File: src/rtl/snoop_responder.sv
// snoop_responder: per-processor snoop port on the shared 9-bit bus.
// Watches bus words, tracks MSI state for a 4-line direct-mapped tag array,
// and sources write-backs for Modified lines hit by remote requests.
// Optional build macro: SNOOP_STATS_EN adds the snoop_count hit counter.
//
// Write-back FSM states
//   state | meaning
//   IDLE  | busReq is zero, no write-back outstanding
//   DRIVE | busReq holds a write-back word until it is echoed on busIn
module snoop_responder #(
  parameter logic [1:0] NODE_ID = 2'd1
) (
  input  logic       clock,
  input  logic       reset_n,
  input  logic [8:0] busIn,
  output logic [8:0] busReq,
  input  logic       fill_valid,
  input  logic [3:0] fill_addr,
  input  logic [1:0] fill_state,
  output logic       snoop_hit,
  output logic       wb_busy,
  output logic       wb_overflow
`ifdef SNOOP_STATS_EN
  ,
  output logic [7:0] snoop_count
`endif
);

  localparam logic [2:0] OP_RD  = 3'b001;
  localparam logic [2:0] OP_WR  = 3'b010;
  localparam logic [2:0] OP_INV = 3'b011;
  localparam logic [2:0] OP_WB  = 3'b100;
  localparam logic [1:0] ST_I   = 2'b00;
  localparam logic [1:0] ST_S   = 2'b01;
  localparam logic [1:0] ST_M   = 2'b10;

  typedef enum logic {IDLE = 1'b0, DRIVE = 1'b1} wb_state_t;

  wb_state_t  state, state_nxt;
  logic [8:0] bus_q;
  logic [1:0] tag_q [4];
  logic [1:0] st_q  [4];
  logic [8:0] req_nxt;
  logic       hold_full, hold_full_nxt;
  logic [8:0] hold_word, hold_word_nxt;
  logic       ovf_nxt;

  logic [2:0] op;
  logic [1:0] src;
  logic [1:0] idx;
  logic [1:0] tag;
  logic [1:0] cur_st;
  logic       new_msg;
  logic       op_ok;
  logic       hit;
  logic       wb_gen;
  logic [1:0] snoop_st_nxt;
  logic [8:0] wb_word;

  // Decode the bus word and evaluate the snoop against current (pre-fill) contents.
  always_comb begin
    op           = busIn[8:6];
    src          = busIn[5:4];
    idx          = busIn[1:0];
    tag          = busIn[3:2];
    cur_st       = st_q[idx];
    // A requester stalled waiting for grant repeats its word; only changes count.
    new_msg      = (busIn != bus_q) && (busIn != 9'd0);
    op_ok        = (op == OP_RD) || (op == OP_WR) || (op == OP_INV);
    hit          = new_msg && (src != NODE_ID) && op_ok && (tag_q[idx] == tag) &&
                   ((cur_st == ST_S) || (cur_st == ST_M));
    wb_gen       = hit && (cur_st == ST_M);
    snoop_st_nxt = (op == OP_RD) ? ST_S : ST_I;
    wb_word      = {OP_WB, NODE_ID, busIn[3:0]};
  end

  // Bus history register and registered hit pulse.
  always_ff @(posedge clock or negedge reset_n) begin
    if (!reset_n) begin
      bus_q     <= 9'd0;
      snoop_hit <= 1'b0;
    end else begin
      bus_q     <= busIn;
      snoop_hit <= hit;
    end
  end

  // Tag array: snoop update first, so a same-index fill overrides it.
  always_ff @(posedge clock or negedge reset_n) begin
    if (!reset_n) begin
      for (int i = 0; i < 4; i++) begin
        tag_q[i] <= 2'b00;
        st_q[i]  <= ST_I;
      end
    end else begin
      if (hit) st_q[idx] <= snoop_st_nxt;
      if (fill_valid) begin
        tag_q[fill_addr[1:0]] <= fill_addr[3:2];
        st_q[fill_addr[1:0]]  <= fill_state;
      end
    end
  end

  // Write-back FSM next-state: drive, hold one spare, drop beyond that.
  always_comb begin
    state_nxt     = state;
    req_nxt       = busReq;
    hold_full_nxt = hold_full;
    hold_word_nxt = hold_word;
    ovf_nxt       = wb_overflow;
    case (state)
      IDLE: begin
        if (wb_gen) begin
          req_nxt   = wb_word;
          state_nxt = DRIVE;
        end
      end
      DRIVE: begin
        if (busIn == busReq) begin
          if (hold_full) begin
            req_nxt       = hold_word;
            hold_full_nxt = wb_gen;
            if (wb_gen) hold_word_nxt = wb_word;
          end else if (wb_gen) begin
            req_nxt = wb_word;
          end else begin
            req_nxt   = 9'd0;
            state_nxt = IDLE;
          end
        end else if (wb_gen) begin
          if (!hold_full) begin
            hold_full_nxt = 1'b1;
            hold_word_nxt = wb_word;
          end else begin
            ovf_nxt = 1'b1;
          end
        end
      end
      default: state_nxt = IDLE;
    endcase
  end

  // Write-back FSM registers.
  always_ff @(posedge clock or negedge reset_n) begin
    if (!reset_n) begin
      state       <= IDLE;
      busReq      <= 9'd0;
      hold_full   <= 1'b0;
      hold_word   <= 9'd0;
      wb_overflow <= 1'b0;
    end else begin
      state       <= state_nxt;
      busReq      <= req_nxt;
      hold_full   <= hold_full_nxt;
      hold_word   <= hold_word_nxt;
      wb_overflow <= ovf_nxt;
    end
  end

  assign wb_busy = (busReq != 9'd0);

`ifdef SNOOP_STATS_EN
  // Saturating count of snoop hit pulses.
  always_ff @(posedge clock or negedge reset_n) begin
    if (!reset_n)                            snoop_count <= 8'd0;
    else if (snoop_hit && snoop_count != 8'hFF) snoop_count <= snoop_count + 8'd1;
  end
`endif

endmodule

File: config.mk
export PLATFORM = sky130hd
export DESIGN_NAME = snoop_responder
export DESIGN_NICKNAME = d
export VERILOG_FILES = /design/src/rtl/snoop_responder.sv
export SDC_FILE = /design/constraint.sdc
export NUM_CORES = 1
export LEC_CHECK = 0
export ABC_AREA = 1
export CAP_MARGIN = 25
export CORE_ASPECT_RATIO = 1.1
export CORE_MARGIN = 4
export CORE_UTILIZATION = 49
export CTS_CLUSTER_SIZE = 24
export DETAILED_ROUTE_END_ITERATION = 10
export GPL_TIMING_DRIVEN = 1
export PLACE_DENSITY = 0.87
export SKIP_CTS_REPAIR_TIMING = 1
export SLEW_MARGIN = 5
export SYNTH_ARGS = -nofsm -noshare
export SYNTH_HDL_FRONTEND = slang
export SYNTH_SLANG_ARGS = --single-unit
File: constraint.sdc
create_clock -name clock -period 1.6 [get_ports clock]
set_input_delay 0.32 -clock clock [delete_from_list [all_inputs] [get_ports clock]]
set_output_delay 0.32 -clock clock [all_outputs]
set_load 0.03 [all_outputs]
==> out/qor.csv <==
stage,metric,value,unit
run_status,status,"finished, violations left",
run_status,violations,"negative hold slack, negative setup slack",
placed_design,hpwl,3860,um
pwr,clockPowerShare,0.227,
clock_tree,cts_sinks,39,
critical_path,crit_type,flop to flop,
grt,grt.total_usage,0.195,
pwr,pwr-share-comb,0.341,
grt,grt_max_degree,23,
routing,ant_nets,0,
finish,fin_util,0.723,
critical_path,r2r_start,st_q[6],
synthesis,synth_common_cells,"nand2_1, dfrtp_1, inv_1",
pwr,peakVddDrop,0.787,mV
clock_tree,tritoncts,yes,
routing,wl,5420,um
sta,skew,0.00675,ns
routing,wl_per_cell,13.9,um
sta,min_period_over_period,1.08,
critical_path,crit_path_end_kind,flop,
critical_path,reg2reg_to,hold_word[1],
floorplan,rows,24,
routing,firstDrtPassIters,4,
synthesis,synth_cell_type_count,33,
pwr,power_switching,989,uW
floorplan,core_region_area,4020,sq um
synthesis,synth_top_area_share,0.469,
finish,final-instance-count-excl-fill,390,
finish,drive_gt1_frac,0.234,
sta,setup_viol,19,
pwr,pwr-share-seq,0.433,
finish,final_area,2910,sq um
synthesis,netlist_instances,267,
routing,drc,0,
synthesis,synth_area_leaders,"dfrtp_1, nand2_1, inv_1",
routing,vias,1995,
critical_path,crit_chain,"a22o_1, a221oi_2, ha_1, nand3_4, nor2_4, nand2_4, nand2_1, o21ai_1",
flow_run,maxCapViolations,0,
critical_path,critPathMaxFanout,9,
pwr,p_sw_frac,0.346,
synthesis,yosys.area.top_type,dfrtp_1,
synthesis,syn_area,2080,sq um
synthesis,seq_area_frac_synth,0.469,
sta,rsz0062_at_grt,yes,
synthesis,avgSynthCellArea,7.80,sq um
floorplan,dieArea,5360,sq um
floorplan,ioPinCount,30,
placed_design,gp_congestion,0.868,
critical_path,worst-endpoint-required,1.78,ns
synthesis,synth.ff_latch_count,39,
finish,fin_nets,356,
pwr,powerDensity,982,nW/um^2
routing,via_per_inst,5.12,
clock_tree,cts_made_buffers,5,
min_path,hp-class,input pin to asynchronous set/reset pin,
critical_path,cp-start-kind,flop,
synthesis,synth_most_common_cell,nand2_1,
synthesis,yosys_warnings,0,
placed_design,port_buffers,26,
clock_tree,clk_path_buf_depth,2,
clock_tree,clock_latency,0.30,ns
grt,overflow,0,
synthesis,synthFlopType,dfrtp_1,
sta,timing.fmax,0.579,GHz
critical_path,cp_data_arrival_time,1.91,ns
pwr,internal-power,1870,uW
critical_path,slowest_stage,dfrtp_1,
sta,finalMaxSlewViolations,0,
placed_design,place_inst,378,
sta,finalCriticalPeriod,1.73,ns
grt,grt_pass1_vias,1938,
floorplan,fp.dieW,70.2,um
routing,drt_iter0_markers,118,
critical_path,critPathMaxStageDelay,0.40,ns
pwr,finalPower,2860,uW
critical_path,r2r_setup_slack,-0.13,ns
synthesis,synth-edff-count,0,
placed_design,placed_cell_area,2680,sq um
floorplan,die_y,76.4,um
critical_path,reg2reg_depth,8,
clock_tree,clk_pin_slew,0.08,ns
sta,setup_ws,-0.127,ns
clock_tree,cts-htree-levels,2,
sta,finalHoldViolCount,20,
grt,grt_pass1_wl,8390,um
sta,hold-worst-slack,-0.0229,ns
floorplan,start_util,0.517,
finish,synthToLayoutAreaGrowth,39.8,%
grt,antenna_found_initial,0,
pwr,p_leak,0.00166,uW
finish,antenna_cells,0,
synthesis,async_reset_ff_frac,1.00,
clock_tree,cts_root_buf,clkbuf_8,
[flip-flops by register name, indices dropped and copies added, names as in the netlist]
signal       cells
hold_full        1
hold_word        5
busReq           5
st_q             8
snoop_hit        1
bus_q            9
tag_q            8
wb_overflow      1
state            1
[worst max-delay path by stage]
stage	startpoint	end	slack (ns)	depth (start not counted)
CTS	busIn[1]	st_q[7]	-0.43	12
global placement	busIn[1]	st_q[7]	-0.69	11
floorplan	busIn[0]	st_q[3]	-0.11	10
detailed placement	busIn[1]	st_q[7]	-0.73	12
finish	st_q[6]	hold_word[1]	-0.13	8
global route	busIn[0]	hold_word[1]	-0.24	12
[logic make-up after synthesis]
group / count (synthesis) / synth area share
AOI/OAI and AO/OA: 41 / 0.109
muxes: 2 / 0.00962
DFF: 39 / 0.469
buffers and inverters: 46 / 0.0968
other: 1 / 0.00180
and+or+nand+nor: 131 / 0.282
adders and majority gates: 1 / 0.00601
xor gates and xnor gates: 6 / 0.0252
[per-layer routing]
metal / global-route usage / up-vias / share of wire
li1: - / 985 / -
met1: 0.224 / 943 / 0.39
met2: 0.333 / 53 / 0.53
met3: 0.0515 / 14 / 0.049
met4: 0.0958 / 0 / 0.028
met5: 0 / - / 0
[worst max-delay path, delay by kind of cell (launching register included)]
family | cells | cell delay, ns
flops | 1 | 0.40
compound gates | 3 | 0.47
simple gates | 4 | 0.43
fa+ha+maj | 1 | 0.30
[layout make-up]
| class | instances | area (sq um) |
|---|---|---|
| inverters | 40 | 160 |
| clock buffers | 7 | 76.3 |
| clock inverters | 1 | 5.00 |
| repair buffers | 67 | 627 |
| flip-flops and latches | 39 | 976 |
| multi-input cells | 184 | 1000 |
| fillers | 320 | 1110 |
| well taps | 52 | 65.1 |
[power groups by stage]
stage | Sequential [uW] | Combinational, uW | Clock, uW
after floorplan | 1320 | 461 | 0
after global placement | 1250 | 922 | 0
after detailed placement | 1250 | 949 | 0
after CTS | 1230 | 952 | 655
after global routing | 1260 | 1070 | 699
final | 1240 | 975 | 648
[layout by cell type (no fill, tap or decap), types with 3 or more instances in the layout]
cell type / n
conb_1: 3
clkdlybuf4s50_1: 7
nor2_4: 4
o21ai_0: 13
dfrtp_1: 39
o21ai_1: 12
dlymetal6s2s_1: 16
o211ai_1: 4
nand2_1: 72
nand2_4: 3
buf_4: 38
nor2_1: 17
nor2_2: 3
inv_1: 35
a21oi_1: 6
inv_2: 3
clkbuf_8: 5
xnor2_1: 4
nand3_1: 17
buf_2: 3
nand2_2: 5
nand4_1: 3
[stage by stage]
| step | hold WS, ns | TNS [ns] | setup slack (ns) |
|---|---|---|---|
| after CTS | -0.0128 | -9.38 | -0.433 |
| final | -0.0229 | -1.10 | -0.127 |
| after floorplan | 0.0244 | -1.37 | -0.112 |
| after detailed placement | 0.305 | -14.49 | -0.732 |
| after global placement | 0.300 | -13.62 | -0.694 |
| after global routing | 0.0191 | -3.83 | -0.237 |
No activity file was read; power rests on OpenSTA's default activity.
